<file path="src/rtl/ecc_pkg.sv">
// Shared SECDED definitions: widths, inject modes, pipeline payload types and
// the data-to-codeword placement used by both encoder and decoder.
package ecc_pkg;
  localparam int DATA_W = 64;
  localparam int ECC_W  = 8;
  localparam int CW_W   = 72;

  typedef enum logic [1:0] {
    INJ_NONE   = 2'b00,
    INJ_SINGLE = 2'b01,
    INJ_DOUBLE = 2'b10
  } inj_mode_e;

  typedef struct packed {
    logic [DATA_W-1:0] data;
    logic [ECC_W-1:0]  ecc;
    logic [1:0]        inj;
    logic [6:0]        pos;
  } s1_t;

  // ecc sits above data so a flat {ecc, data} view matches the inject vector
  typedef struct packed {
    logic [ECC_W-1:0]  ecc;
    logic [DATA_W-1:0] data;
  } fifo_ent_t;

  // Data fills every codeword index that is neither 0 nor a power of two.
  function automatic logic [CW_W-1:0] data_to_cw(input logic [DATA_W-1:0] d);
    logic [CW_W-1:0] cw;
    int n;
    cw = '0;
    n  = 0;
    for (int j = 1; j < CW_W; j++) begin
      if ((j & (j - 1)) != 0) begin
        cw[j] = d[n];
        n++;
      end
    end
    return cw;
  endfunction
endpackage

</file>
<file path="src/rtl/secded_ecc_calc.sv">
// Combinational check-bit generator: ecc[0] is data parity, ecc[7:1] are the
// Hamming bits over the 72-bit codeword placement.
module secded_ecc_calc
  import ecc_pkg::*;
(
  input  logic [DATA_W-1:0] data,
  output logic [ECC_W-1:0]  ecc
);
  logic [CW_W-1:0] cw;

  assign cw = data_to_cw(data);

  always_comb begin
    ecc    = '0;
    ecc[0] = ^data;
    for (int k = 1; k < ECC_W; k++)
      for (int j = 0; j < CW_W; j++)
        if (j[k-1]) ecc[k] = ecc[k] ^ cw[j];
  end
endmodule

</file>
<file path="src/rtl/secded_encoder.sv">
// SECDED encoder: one capture stage (ECC computed on accept) feeding a 2-entry
// in-order output FIFO; optional error injection is applied on the FIFO write.
module secded_encoder
  import ecc_pkg::*;
(
  input  logic              clock,
  input  logic              reset,
  input  logic              in_valid,
  output logic              in_ready,
  input  logic [DATA_W-1:0] data_in,
  input  logic [1:0]        inject,
  input  logic [6:0]        inj_pos,
  output logic              out_valid,
  input  logic              out_ready,
  output logic [DATA_W-1:0] data_out,
  output logic [ECC_W-1:0]  ecc_out,
  output logic [15:0]       sent_count
);
  logic [ECC_W-1:0] ecc_calc;
  logic             rdy_en_q, rdy_en_d;
  logic             s1_valid_q, s1_valid_d;
  s1_t              s1_q, s1_d;
  fifo_ent_t [1:0]  mem_q, mem_d;
  logic             wr_ptr_q, wr_ptr_d, rd_ptr_q, rd_ptr_d;
  logic [1:0]       cnt_q, cnt_d;
  logic [15:0]      sent_q, sent_d;
  logic             fifo_full, accept, push, pop;
  logic [CW_W-1:0]  flip_mask;
  logic [6:0]       pos_nx;
  fifo_ent_t        wr_ent;

  secded_ecc_calc u_calc (
    .data (data_in),
    .ecc  (ecc_calc)
  );

  // rdy_en_q keeps in_ready low while in reset and rises on the first edge after
  assign fifo_full  = (cnt_q == 2'd2);
  assign in_ready   = rdy_en_q && (!s1_valid_q || !fifo_full);
  assign accept     = in_valid && in_ready;
  assign push       = s1_valid_q && !fifo_full;
  assign out_valid  = (cnt_q != 2'd0);
  assign pop        = out_valid && out_ready;
  assign data_out   = mem_q[rd_ptr_q].data;
  assign ecc_out    = mem_q[rd_ptr_q].ecc;
  assign sent_count = sent_q;

  always_comb begin
    pos_nx    = (s1_q.pos == 7'(CW_W - 1)) ? 7'd0 : s1_q.pos + 7'd1;
    flip_mask = '0;
    if (s1_q.pos < 7'(CW_W)) begin
      if (s1_q.inj == INJ_SINGLE || s1_q.inj == INJ_DOUBLE) flip_mask[s1_q.pos] = 1'b1;
      if (s1_q.inj == INJ_DOUBLE) flip_mask[pos_nx] = 1'b1;
    end
    wr_ent = fifo_ent_t'({s1_q.ecc, s1_q.data} ^ flip_mask);
  end

  always_comb begin
    rdy_en_d   = 1'b1;
    s1_valid_d = s1_valid_q;
    s1_d       = s1_q;
    if (push) s1_valid_d = 1'b0;
    if (accept) begin
      s1_valid_d = 1'b1;
      s1_d       = '{data: data_in, ecc: ecc_calc, inj: inject, pos: inj_pos};
    end

    mem_d    = mem_q;
    wr_ptr_d = wr_ptr_q;
    rd_ptr_d = rd_ptr_q;
    cnt_d    = cnt_q;
    if (push) begin
      mem_d[wr_ptr_q] = wr_ent;
      wr_ptr_d        = !wr_ptr_q;
    end
    if (pop) rd_ptr_d = !rd_ptr_q;
    case ({push, pop})
      2'b10:   cnt_d = cnt_q + 2'd1;
      2'b01:   cnt_d = cnt_q - 2'd1;
      default: cnt_d = cnt_q;
    endcase

    sent_d = (pop && sent_q != 16'hFFFF) ? sent_q + 16'd1 : sent_q;
  end

  always_ff @(posedge clock or negedge reset) begin
    if (!reset) begin
      rdy_en_q   <= 1'b0;
      s1_valid_q <= 1'b0;
      s1_q       <= '0;
      mem_q      <= '0;
      wr_ptr_q   <= 1'b0;
      rd_ptr_q   <= 1'b0;
      cnt_q      <= 2'd0;
      sent_q     <= 16'd0;
    end else begin
      rdy_en_q   <= rdy_en_d;
      s1_valid_q <= s1_valid_d;
      s1_q       <= s1_d;
      mem_q      <= mem_d;
      wr_ptr_q   <= wr_ptr_d;
      rd_ptr_q   <= rd_ptr_d;
      cnt_q      <= cnt_d;
      sent_q     <= sent_d;
    end
  end
endmodule

</file>
<file path="config.mk">
export PLATFORM = sky130hd
export DESIGN_NAME = secded_encoder
export DESIGN_NICKNAME = d
export VERILOG_FILES = /design/src/rtl/ecc_pkg.sv /design/src/rtl/secded_ecc_calc.sv /design/src/rtl/secded_encoder.sv
export SDC_FILE = /design/constraint.sdc
export NUM_CORES = 1
export LEC_CHECK = 0
export CORE_ASPECT_RATIO = 1.25
export CORE_MARGIN = 10
export CORE_UTILIZATION = 40
export DETAILED_ROUTE_END_ITERATION = 6
export GPL_TIMING_DRIVEN = 0
export HOLD_SLACK_MARGIN = 0.15
export PLACE_DENSITY = 0.58
export SLEW_MARGIN = 10
export SYNTH_ARGS = -nofsm -noshare
export SYNTH_HDL_FRONTEND = slang
export SYNTH_SLANG_ARGS = --single-unit
</file>
<file path="constraint.sdc">
create_clock -name clock -period 5.4 [get_ports clock]
set_input_delay 1.62 -clock clock [delete_from_list [all_inputs] [get_ports clock]]
set_output_delay 1.62 -clock clock [all_outputs]
set_load 0.02 [all_outputs]
</file>
==> results.md <==
* Outcome: finished, final reports clean
* Initial antenna violation count at 0
* Netlist Area Pre-Place at around 0.014 mm2
* CTS Root Cell: clkbuf_16
* TritonRoute pass-1 iters at 5
* RSZ-0062 raised after global routing: false
* Post-synth EDFFs at 0
* Port buffer count at ~170
* Ys async rst share at 1.00
* Layout cells sized above 1 at 0.197
* Max Cap Violations at 0
* Std-Cell Rows at 75
* Yosys warns at 0
* Worst slew margin at 0.116
* Buffer levels on the longest clock path at 3
* Drt total wl at around 47 mm
* Ports at ~170
* Crit Path Category: flop to output port
* CTS tree: done
* H-Tree Level Count at 1
* Startpoint Class: flop
* Final slew viol count at 0
* CP required at 3.78 ns
* CORE AREA at around 0.034 mm2
* Worst-path maximum fanout at 10
* Vias per Instance at 5.60
* Post-CTS Setup Repair Bufs at 0
* Post-synth top area cell: dfrtp_1
* Clk slew on worst S/H paths at about 0.06 ns
* Distinct cells, synth at 59
* Height of the die at 227 um
* Clock Latency Late Sink at ~0.56 ns
* Largest cells by area after synthesis: dfrtp_1, mux2_2, xnor2_1
* # DRC at 0
* Reg2reg path depth at 9
* HP Class: flop to flop
* Hold Crit Depth at 2
* Final Cell Area at around 0.017 mm2
* Hold Violations, Final at 0
* Leakage at ~0.0069 uW
* Synth Area per Inst at roughly 11 um2
* Setup violators final at 0
* DR iter-0 viols at around 670
* Leading register cell type out of synthesis: dfrtp_1
* Fin worst setup slack at 0.533 ns
* Post-cts resize count at 0
* Count of non-filler cells in the finished layout at between 1500 and 2000
* Routed vias at roughly 11000
* Post-DRT Antenna Nets at 0
* Nets at around 1500
* Seq/Total Area, Yosys at 0.449
* Pwr/cell area at around 560 mW/mm2
* Congestion Overflow GR at 0
* Worst path depth at 4
* Mapped Cells at 1241
* CP dominant cell by count: clkbuf_1
* Largest delay share family, worst path: buffers and inverters
* Worst stage delay on the critical path at between 0.7 and 0.8 ns
* CP cell instances: clkbuf_1 > clkbuf_1 > mux2_2 > clkdlybuf4s50_1
* Placed Area at around 0.016 mm2
* Largest net degree at the start of global routing at 97
* Seq cells post-synth at ~250
* Post-Place Worst Slack at 0.958 ns
* Post-Syn Nets at around 1300
* Hold-fix buffers, CTS at 0
* Cts bufs inserted at 28
* GRT Resource Usage Total at 0.220
* Clk sinks at around 250
* Routed WL per cell at roughly 25 um
* Placed wire-length estimate at 35.6 mm
* Synth top area share at 0.449
* Worst slew pin tran at around 1.3 ns
* Crit. End Element: output port
* Fmax at about 0.21 GHz
* Number of global-route vias before repair at around 11000
* Die X-Extent at about 190 um
* Filler Cell Count at roughly 3100
* CP bufs+invs at 3
* Inst Count DP at 1839
* Skew final at between 0.015 and 0.02 ns
* Tcrit/Tclk final at 0.901
* First-pass GRT wire length at about 70 mm
* Critical Path AT at around 3.3 ns
* Starting Density at 0.408
* Die area at approximately 0.042 mm2
* Final min period at between 4 and 5 ns
* GP Congestion at 0.961
* ANT cells at 0
* CP max stage cell: clkbuf_1
* Worst vdd ir at between 0.3 and 0.4 mV
* Area delta synth->final at 23.7%
[path summary, 6_finish.rpt]
check / from / end / slack (ns)
setup / recovery: rd_ptr_q / data_out[10] / 0.53
hold / removal: mem_q[134] / mem_q[134] / 0.47
setup reg to reg: s1_q[0] / mem_q[35] / 1.95
hold reg to reg: mem_q[134] / mem_q[134] / 0.47
max in group asynchronous: reset / mem_q[22] / 3.11
min in group asynchronous: reset / mem_q[125] / 1.00
[layout by cell type, fill, tap and decap left out, types with 17 or more instances in the layout]
cell type	instances
xnor2_1	125
xor2_1	26
clkbuf_1	52
clkbuf_16	29
nand3_1	20
o21ai_1	47
and3b_1	32
mux2_2	200
dfrtp_1	247
clkdlybuf4s50_1	165
a21boi_1	33
a31oi_1	17
nand2_1	150
nor2_1	37
o31ai_1	64
[state kept, by name, summed over array words and instances (netlist names)]
register,cells
mem_q,144
s1_q,81
sent_count,16
cnt_q,2
rd_ptr_q,1
rdy_en_q,1
s1_valid_q,1
wr_ptr_q,1
[per-stage QoR]
step                      hold slack, ns  utilization  setup TNS [ns]  power [uW]
final                              0.470        0.504               0        9540
after global routing               0.488        0.504               0       10100
after CTS                          0.473        0.504               0        9640
after detailed placement           0.460        0.477               0        7670
after global placement             0.456        0.472        -1982.39        7580
after floorplan                    0.443            -               0        5850
[final cells by class]
cell class / instances / area [um2] / area share
clock inverters: 6 / 82.6 / 0.00485
inverters: 16 / 60.1 / 0.00353
plain buffers: 65 / 256 / 0.0151
well taps: 423 / 529 / 0.0311
clock buffers: 42 / 835 / 0.0490
flip-flops and latches: 247 / 6180 / 0.363
repair buffers: 175 / 1780 / 0.105
multi-input cells: 913 / 7310 / 0.429
[tightest hold or removal path, delay by kind of cell (launching register included)]
kind / cells / cell delay [ns]
AND/OR/NAND/NOR: 1 / 0.05
AO/OA/AOI/OAI: 1 / 0.05
flip-flops: 1 / 0.33
[power by group]
| group | internal [uW] | leakage [uW] | switching [uW] | total (uW) |
|---|---|---|---|---|
| registers | 2580 | 0.00299 | 397 | 2980 |
| logic | 2220 | 0.00342 | 2420 | 4640 |
| clock network | 1150 | 0.000449 | 775 | 1930 |
[per-layer routing]
layer	up-vias	share of wire	track usage
met5	-	0	0
met4	0	0.036	0.0875
met3	76	0.057	0.0314
met2	302	0.49	0.369
met1	5310	0.42	0.280
li1	4876	-	-
[synth_stat cells, drive strengths merged (2+ instances only)]
cell type  number
a21o            2
mux2          200
ha              4
a211oi          2
o211ai         13
buf            20
o32ai           7
nand2         150
o22ai           3
nand4           9
nor2           39
xor3            2
xor2           26
dfrtp         247
nand3b          2
a32oi           8
o21ai          47
and3            5
nor4            2
nor3           18
nand3          20
inv            16
xnor2         127
a31oi          17
and2            3
o31ai          66
xnor3          17
or2             2
or3             9
nand2b          5
a22oi          16
and3b          32
and4            2
a21boi         33
a2111oi         3
a21oi          12
clkbuf         45
[cells by family after synthesis]
group                      Yosys count  share of synthesized area
other                                1                   0.000272
xor gates and xnor gates           172                      0.131
muxes                              201                      0.164
AOI/OAI and AO/OA                  234                      0.122
buffers and inverters               81                     0.0230
DFF                                247                      0.449
and+or+nand+nor                    301                      0.107
adders and majority gates            4                    0.00364
Power figures use the tool's default switching activity.
